===== src/rtl/packet_demux.sv =====
// packet_demux: routes whole packets from one valid/ready stream to one of
// N_OUT registered single-entry output buffers, chosen by the head beat's select.
module packet_demux #(
  parameter int unsigned N_OUT = 4,
  parameter int unsigned W     = 8,
  parameter int unsigned SEL_W = $clog2(N_OUT) + 1
) (
  input  logic               clk,
  input  logic               rst_n,
  input  logic               up_valid,
  output logic               up_ready,
  input  logic [W-1:0]       up_data,
  input  logic               up_last,
  input  logic [SEL_W-1:0]   up_sel,
  output logic [N_OUT-1:0]   dn_valid,
  input  logic [N_OUT-1:0]   dn_ready,
  output logic [N_OUT*W-1:0] dn_data,
  output logic [N_OUT-1:0]   dn_last,
  output logic               busy,
  output logic [7:0]         drop_cnt
);

  localparam int unsigned CNT_W = 8;

  typedef enum logic [1:0] {
    ST_HEAD = 2'd0,
    ST_FWD  = 2'd1,
    ST_DROP = 2'd2
  } state_e;

  state_e               state_q, state_d;
  logic [SEL_W-1:0]     cur_port_q, cur_port_d;
  logic [CNT_W-1:0]     drop_cnt_q, drop_cnt_d;
  logic [N_OUT-1:0]     dn_valid_q;
  logic [N_OUT-1:0]     dn_last_q;
  logic [N_OUT*W-1:0]   dn_data_q;

  logic [SEL_W-1:0]     tgt;
  logic                 tgt_in_range;
  logic                 tgt_free;
  logic                 load_en;

  // Target port of the current beat and whether its buffer can take a beat this cycle
  always_comb begin
    tgt          = (state_q == ST_HEAD) ? up_sel : cur_port_q;
    tgt_in_range = (tgt < SEL_W'(N_OUT));
    tgt_free     = 1'b0;
    for (int unsigned i = 0; i < N_OUT; i++) begin
      if (tgt == SEL_W'(i)) begin
        tgt_free = !dn_valid_q[i] || dn_ready[i];
      end
    end
  end

  // Packet FSM next state, upstream handshake and drop accounting
  always_comb begin
    state_d    = state_q;
    cur_port_d = cur_port_q;
    drop_cnt_d = drop_cnt_q;
    up_ready   = 1'b0;
    load_en    = 1'b0;
    if (rst_n) begin
      case (state_q)
        ST_HEAD: begin
          if (tgt_in_range) begin
            up_ready = tgt_free;
            if (up_valid && tgt_free) begin
              load_en    = 1'b1;
              cur_port_d = up_sel;
              if (!up_last) state_d = ST_FWD;
            end
          end else begin
            up_ready = 1'b1;
            if (up_valid) begin
              if (drop_cnt_q != {CNT_W{1'b1}}) drop_cnt_d = drop_cnt_q + CNT_W'(1);
              if (!up_last) state_d = ST_DROP;
            end
          end
        end
        ST_FWD: begin
          up_ready = tgt_free;
          if (up_valid && tgt_free) begin
            load_en = 1'b1;
            if (up_last) state_d = ST_HEAD;
          end
        end
        ST_DROP: begin
          up_ready = 1'b1;
          if (up_valid && up_last) state_d = ST_HEAD;
        end
        default: state_d = ST_HEAD;
      endcase
    end
  end

  // FSM state, latched port and drop counter
  always_ff @(posedge clk) begin
    if (!rst_n) begin
      state_q    <= ST_HEAD;
      cur_port_q <= '0;
      drop_cnt_q <= '0;
    end else begin
      state_q    <= state_d;
      cur_port_q <= cur_port_d;
      drop_cnt_q <= drop_cnt_d;
    end
  end

  // Output buffers: a new beat wins over a same-cycle drain, so full throughput has no bubble
  always_ff @(posedge clk) begin
    if (!rst_n) begin
      dn_valid_q <= '0;
      dn_last_q  <= '0;
      dn_data_q  <= '0;
    end else begin
      for (int unsigned i = 0; i < N_OUT; i++) begin
        if (load_en && (tgt == SEL_W'(i))) begin
          dn_valid_q[i]        <= 1'b1;
          dn_last_q[i]         <= up_last;
          dn_data_q[i*W +: W]  <= up_data;
        end else if (dn_ready[i]) begin
          dn_valid_q[i] <= 1'b0;
        end
      end
    end
  end

  assign dn_valid = dn_valid_q;
  assign dn_data  = dn_data_q;
  assign dn_last  = dn_last_q;
  assign busy     = (state_q != ST_HEAD);
  assign drop_cnt = drop_cnt_q;

endmodule

===== config.mk =====
export PLATFORM = sky130hd
export DESIGN_NAME = packet_demux
export DESIGN_NICKNAME = d
export VERILOG_FILES = /design/src/rtl/packet_demux.sv
export SDC_FILE = /design/constraint.sdc
export NUM_CORES = 1
export LEC_CHECK = 0
export CAP_MARGIN = 20
export CORE_UTILIZATION = 45
export CTS_CLUSTER_SIZE = 10
export DETAILED_ROUTE_END_ITERATION = 16
export GPL_ROUTABILITY_DRIVEN = 0
export GPL_TIMING_DRIVEN = 0
export PLACE_DENSITY_LB_ADDON = 0.12
export RECOVER_POWER = 50
export SLEW_MARGIN = 0
export SYNTH_ARGS = -nofsm -noshare
export SYNTH_HDL_FRONTEND = slang
export SYNTH_SLANG_ARGS = --single-unit
export TNS_END_PERCENT = 5

===== constraint.sdc =====
create_clock -name clk -period 2.6 [get_ports clk]
set_input_delay 0.65 -clock clk [delete_from_list [all_inputs] [get_ports clk]]
set_output_delay 0.65 -clock clk [all_outputs]
set_load 0.02 [all_outputs]

==> results of run 1 <==
==> cell usage after synthesis, types with 3 or more instances <==
master / n
dfxtp_1: 53
nand2_1: 45
nor2_1: 26
o21ai_0: 18
mux2i_1: 12
nand3_1: 12
inv_1: 11
o21ai_2: 9
clkbuf_1: 6
nand4_1: 6
xor2_1: 6
a32oi_1: 4
and3_1: 4
nor2b_1: 4
buf_2: 3
buf_6: 3
==> cell families (layout without fill, tap and decap cells) <==
group                      Yosys count  count (layout)
xor gates and xnor gates             7               7
and+or+nand+nor                    104             104
buffers and inverters               25             104
AOI/OAI and AO/OA                   45              45
adders and majority gates            1               1
muxes                               12              12
DFF                                 53              53
==> what timing repair did <==
action                     4_1_cts  5_1_grt
pin swaps                        3        3
resized for setup               29        6
setup buffers                    4        2
setup endpoints to repair       41       23
==> cell type report <==
class	count	area [sq um]	share of cell area, %
timing repair buffer	72	708.2	22.46
buffer	13	76.32	2.421
clock inverter	2	13.76	0.4365
multi-input combinational	169	1092	34.64
inverter	11	41.29	1.310
clock buffer	6	72.57	2.302
tap	67	83.83	2.659
sequential	53	1065	33.77
==> flip-flops by register name, indices dropped and copies added (netlist names) <==
name,count
dn_valid,4
dn_last,4
dn_data,32
state_q,2
drop_cnt,8
cur_port_q,3
==> stage by stage <==
stage          hold slack [ns]  power (uW)  cells  setup slack (ns)
3_3_place_gp            0.4456        1058    380            -1.224
5_1_grt                 0.4848        1604    393           -0.1919
6_report                0.4586        1550    393           -0.1275
4_1_cts                 0.4636        1542    391           -0.1584
2_1_floorplan           0.4743       974.6    247           0.02703
3_5_place_dp            0.4497        1060    380            -1.249
==> worst max-delay path by stage <==
stage | from | endpoint | slack (ns) | cells after the start
final | up_sel[2] | up_ready | -0.13 | 8
after global routing | up_sel[2] | up_ready | -0.19 | 8
after CTS | up_sel[2] | up_ready | -0.16 | 8
after detailed placement | up_sel[2] | up_ready | -1.25 | 8
after global placement | up_sel[2] | up_ready | -1.22 | 8
after floorplan | up_sel[2] | up_ready | 0.03 | 6
==> critical path, stage by stage <==
cell	delay (ns)
buf_8	0.10
or4_4	0.50
o31a_4	0.15
o32ai_4	0.23
a21o_1	0.14
nand2_1	0.07
o31ai_2	0.07
buf_4	0.17
==> routing by layer <==
layer	routed length, um	part of all wire, %	vias up	GRT usage [%]
met2	2622	46	77	34.49
met5	0	0	-	0
met3	352	6.2	11	6.250
li1	-	-	991	-
met1	2594	46	952	31.53
met4	80	1.4	0	6.318
==> power by group through the flow <==
stage	Combinational [uW]	Sequential, uW	Clock (uW)
finish	246	838	467
global route	262	840	503
CTS	232	838	473
detailed placement	207	853	0
global placement	205	853	0
floorplan	112	863	0
==> impl_results.md, run 1 <==
- Synthesized area: 2198 sq um
- Placed Area: 2948 sq um
- Seq/Total Area, Yosys: 48.26%
- Worst Tran Pin Value: around 0.70 ns
- Starting Density: 46.54%
- CTS clock-pin slew for the worst setup and hold paths: 0.09 ns
- Combinational fraction of design power: roughly 16%
- Wire per inst: 14.37 um
- H-tree levels: 2
- Initial antenna violation count: 0
- Residual DRC: 0
- Share of cells above drive strength 1: 15.03%
- Slew margin rel.: 53.07%
- Via count: 2031
- Reg power frac: between 50% and 60%
- Ys Warns: 0
- GR Overflow Total: 0
- Number of buffers added on ports: 66
- Synth Register Bits: between 50 and 60
- Post-synthesis mux area share: roughly 5.5%
- Reg2Reg Depth: 8
- TritonCTS clock tree: yes
- Nets: about 350
- Avg Cell Area, Syn: 8.900 sq um
- Cell Pwr Density: 491.6 nW/um^2
- RSZ-0062 raised after global routing: yes
- Synth Flop Type: dfxtp_1
- Status: finished, violations left
- Reg-to-reg endpoint: dn_data[14]
- VDD IR max: ~0.34 mV
- # diodes: 0
- Failing checks: setup timing
- CTS Buf Count: 5
- Commonest non-fill, non-tap cell in the layout: clkdlybuf4s50_1
- Final min period: 2.727 ns
- Xor/xnor share of the synthesized area: under 10%
- Yosys top cell by area: dfxtp_1
- Leakage: 0.001161 uW
- Synth Area in Compound Gates: around 16%
- Gr usage total: a little under a quarter
- Maximum fanout along the worst path: 4
- Final worst-path cycle share: 104.9%
- Maximum root-to-sink buffer count: 2
- Max Cap Violations: 0
- Internal: 1129 uW
- Cells after synthesis: 247
- Antenna-violating nets left: 0
- Required time worst endpoint: 1.95 ns
- Reg2Reg Setup Slack: around 0.06 ns
- Worst skew pair latency: 0.31 ns
- Post-synth top area share: between 40 and 50%
- CORE AREA: 4723 sq um
- Final Util: 66.76%
- Synth Area in Adders: 0.5692%
- Clock network power share: 30.1%
- First-pass detailed-route iteration total: 7
- Post-synth ARST share: 0%
- DIE AREA: 5169 sq um
- CTS Sinks: 53
- Layout Skew: 0.004077 ns
- Area Growth Syn to Fin: 43.43%
- Pin count of the biggest net entering global routing: 17
- Die W: 71.90 um
- Sw power: between 400 and 500 uW
- Crit. End Element: output port
- Hold path start: dn_data[1]
- Num ports: slightly below 70
- Worst setup SP type: input pin
- Slew Limit Fails: 0
- DRT Wirelength: 5.649 mm
- Setup CP Type: in2out
- Most frequent cells in the layout: 61 x clkdlybuf4s50_1, 52 x dfxtp_1, 45 x nand2_1
- Root Buffer: clkbuf_8
- Area contributors post-synth: dfxtp_1 48%, nand2_1 7.7%, mux2i_1 5.5%, nor2_1 4.4%, o21ai_0 4.1%
- Setup_tns: -0.1275 ns
- Die Y: 71.90 um
- Worst EP arrival: 2.08 ns
- Sw frac: 27.17%
- Final setup vio count: 1
- Synth unique cells: 41
- Hold Crit Endpoint: dn_data[1]
- FF-to-FF Start: state_q[1]
- EDFF count, synth: 0
- Fillers: 385
- Peak Freq: 366.6 MHz
- Global-route wire length before repair: a little under 9 mm
- Hpwl dp: between 3 and 4 mm
- Largest family of logic cells by synthesized area: simple AND/OR/NAND/NOR gates
- Syn Nets: 267
- Post-synthesis simple-gate area fraction: 21.17%
- Rows: 25
- Setup ws final: -0.1275 ns
- Worst hold stages: 2
- Endpoints failing hold: 0
- Number of global-route vias before repair: 1772
- Vias per cell: around 5.2
- Hold/Removal Path Class: reg2reg
- DRT iter0 DRCs: between 150 and 200
- Final Cell Area: 3153 sq um
- Hold_buf cts: 0
Note: power is estimated with default switching activity, not from simulation.
==> run 2: changes to the inputs <==
==> constraint.sdc (replaced) <==
create_clock -name clk -period 2.6 [get_ports clk]
set_input_delay 0.78 -clock clk [delete_from_list [all_inputs] [get_ports clk]]
set_output_delay 0.78 -clock clk [all_outputs]
set_load 0.02 [all_outputs]
==> impl_results.md, run 2 (same netlist as run 1, synthesis figures left out) <==
- Status: finished, violations left (unchanged)
- # diodes: 0 (unchanged)
- Setup ws final: -0.3563 ns (was -0.1275 ns)
- Peak Freq: 338.3 MHz (was 366.6 MHz)
- CORE AREA: 4723 sq um (unchanged)
- TritonCTS clock tree: yes (unchanged)
- Initial antenna violation count: 0 (unchanged)
- Cell Pwr Density: 539.2 nW/um^2 (was 491.6 nW/um^2)
- Commonest non-fill, non-tap cell in the layout: dfxtp_1 (was clkdlybuf4s50_1)
- Largest register FFs: 32 (unchanged)
- Max Cap Violations: 0 (unchanged)
- H-tree levels: 2 (unchanged)
- Fillers: 385 (unchanged)
- Top routing layer used: met4 (unchanged)
- Die W: 71.90 um (unchanged)
- Reg power frac: 46.9% (was 54.1%)
- Final setup vio count: 12 (was 1)
- Antenna-violating nets left: 0 (unchanged)
- VDD IR max: 0.3648 mV (was 0.3436 mV)
- Worst hold stages: 2 (unchanged)
- Gr usage total: 21.91% (was 22.57%)
- Most frequent cells in the layout: 53 x dfxtp_1, 44 x nand2_1, 34 x dlygate4sd3_1 (was 61 x clkdlybuf4s50_1, 52 x dfxtp_1, 45 x nand2_1)
- Crit. End Element: output port (unchanged)
- Reg2Reg Depth: 13 (was 8)
- Worst Tran Pin Value: 0.7117 ns (was 0.7007 ns)
- Sw frac: 24.30% (was 27.17%)
- GR Overflow Total: 0 (unchanged)
- CTS Buf Count: 5 (unchanged)
- Failing checks: setup timing (unchanged)
- Share of cells above drive strength 1: 18.56% (was 15.03%)
- Layout Skew: 0.006878 ns (was 0.004077 ns)
- Starting Density: 46.54% (unchanged)
- Hold path start: dn_data[1] (unchanged)
- Residual DRC: 0 (unchanged)
- Root Buffer: clkbuf_8 (unchanged)
- Sw power: 433.2 uW (was 421.1 uW)
- Area Growth Syn to Fin: 50.37% (was 43.43%)
- DP Worst Slack: -1.420 ns (was -1.249 ns)
- RSZ-0062 raised after global routing: yes (unchanged)
- CTS clock-pin slew for the worst setup and hold paths: 0.10 ns (was 0.09 ns)
- Pin count of the biggest net entering global routing: 18 (was 17)
- Hpwl dp: 3.774 mm (was 3.742 mm)
- Maximum root-to-sink buffer count: 2 (unchanged)
- Setup CP Type: in2out (unchanged)
- CP Cell Sequence: buf_8 > or4_4 > o31a_4 > o32ai_4 > a21o_1 > nand2_2 > o31ai_4 > buf_6 (was buf_8 > or4_4 > o31a_4 > o32ai_4 > a21o_1 > nand2_1 > o31ai_2 > buf_4)
- Num ports: 69 (unchanged)
- Metal2 WL: 2.739 mm (was 2.622 mm)
- Slew Limit Fails: 0 (unchanged)
- Layout Cells excl Fill: 401 (was 393)
- Wire per inst: 14.31 um (was 14.37 um)
- Via count: 2040 (was 2031)
- Slowest CP cell: or4_4 (unchanged)
- Hold/Removal Path Class: reg2reg (unchanged)
- Dpl cells: 380 (unchanged)
- Final min period: 2.956 ns (was 2.727 ns)
- Setup_tns: -0.6788 ns (was -0.1275 ns)
- Internal: 1349 uW (was 1129 uW)
- Worst setup SP type: input pin (unchanged)
- Rows: 25 (unchanged)
- CP startpoint: up_sel[1] (was up_sel[2])
- Total power: 1783 uW (was 1550 uW)
- Hold_buf cts: 0 (unchanged)
- Maximum fanout along the worst path: 3 (was 4)
- FF-to-FF Start: state_q[0] (was state_q[1])
- Worst EP arrival: 2.18 ns (was 2.08 ns)
- Met1 Wirelength: 2.622 mm (was 2.594 mm)
- Vias per cell: 5.087 (was 5.168)
- Nets: 353 (was 345)
- DIE AREA: 5169 sq um (unchanged)
- DRT iter0 DRCs: 135 (was 153)
- Number of buffers added on ports: 66 (unchanged)
- Clock network power share: 37.1% (was 30.1%)
- CTS Sinks: 53 (unchanged)
- Final worst-path cycle share: 113.7% (was 104.9%)
- First-pass detailed-route iteration total: 4 (was 7)
- Number of global-route vias before repair: 1747 (was 1772)
- Global-route wire length before repair: 8.652 mm (was 8.949 mm)
- Die Y: 71.90 um (unchanged)
- Required time worst endpoint: 1.82 ns (was 1.95 ns)
- Slew margin rel.: 52.33% (was 53.07%)
- DRT Wirelength: 5.737 mm (was 5.649 mm)
- Combinational fraction of design power: 16.0% (was 15.8%)
- Met3 WL: 315 um (was 352 um)
- Leakage: 0.001349 uW (was 0.001161 uW)
- CP max stage delay: 0.50 ns (about the same)
- Endpoints failing hold: 0 (unchanged)
- Worst skew pair latency: 0.31 ns (about the same)
[run 2: cell count changes in the layout (fill, tap and decap cells not counted), sizes merged]
cell,before,now
bufinv,0,2
clkbuf,13,11
clkdlybuf4s50,61,28
dlygate4sd3,1,34
clkinv,1,0
buf,15,24
[run 2: cell type report]
type                            instances  area, sq um  share of cell area, %
Buffer                                 14        88.84                  2.687
Clock buffer                            5        68.82                  2.082
Clock inverter                          3        68.82                  2.082
Inverter                               11        41.29                  1.249
Multi-Input combinational cell        169         1125                  34.03
Sequential cell                        53         1061                  32.10
Tap cell                               67        83.83                  2.536
Timing Repair Buffer                   79        768.2                  23.24
[run 2: worst paths after layout]
kind,to,slack (ns)
worst min register to register,dn_data[1],0.46
worst max register to register,cur_port_q[1],0.01
worst max-delay path,up_ready,-0.36
worst min-delay path,dn_data[1],0.46
[run 2: metrics by stage]
stage / hold WS (ns) / instance area, sq um / util [%]
after floorplan: 0.4743 / 2220 / -
after global placement: 0.4455 / 2964 / 62.76
after detailed placement: 0.4516 / 2964 / 62.76
after CTS: 0.4640 / 3244 / 68.69
after global routing: 0.4807 / 3306 / 69.99
final: 0.4606 / 3306 / 69.99
[run 2: what timing repair did]
item                                    4_1_cts  5_1_grt
buffers inserted                             10        3
pin swaps                                     4        6
gates cloned                                  0        0
resized for setup                            31        8
endpoints found under the setup margin       41       25
[run 2: power by group through the flow]
stage | combinational (uW) | clock [uW] | sequential [uW]
after detailed placement | 212 | 0 | 853
after global routing | 304 | 696 | 838
final | 286 | 661 | 836
after floorplan | 117 | 0 | 863
after CTS | 266 | 673 | 836
after global placement | 209 | 0 | 853
[run 2: layer usage]
layer	up-vias	track usage [%]
li1	1008	-
met1	952	30.72
met2	74	33.54
met3	6	5.000
met4	0	7.407
met5	-	0
[run 2: critical path: cells and delay by family]
| kind | cells | cell delay (ns) |
|---|---|---|
| buf+inv | 2 | 0.25 |
| simple gates | 2 | 0.57 |
| compound gates | 4 | 0.58 |
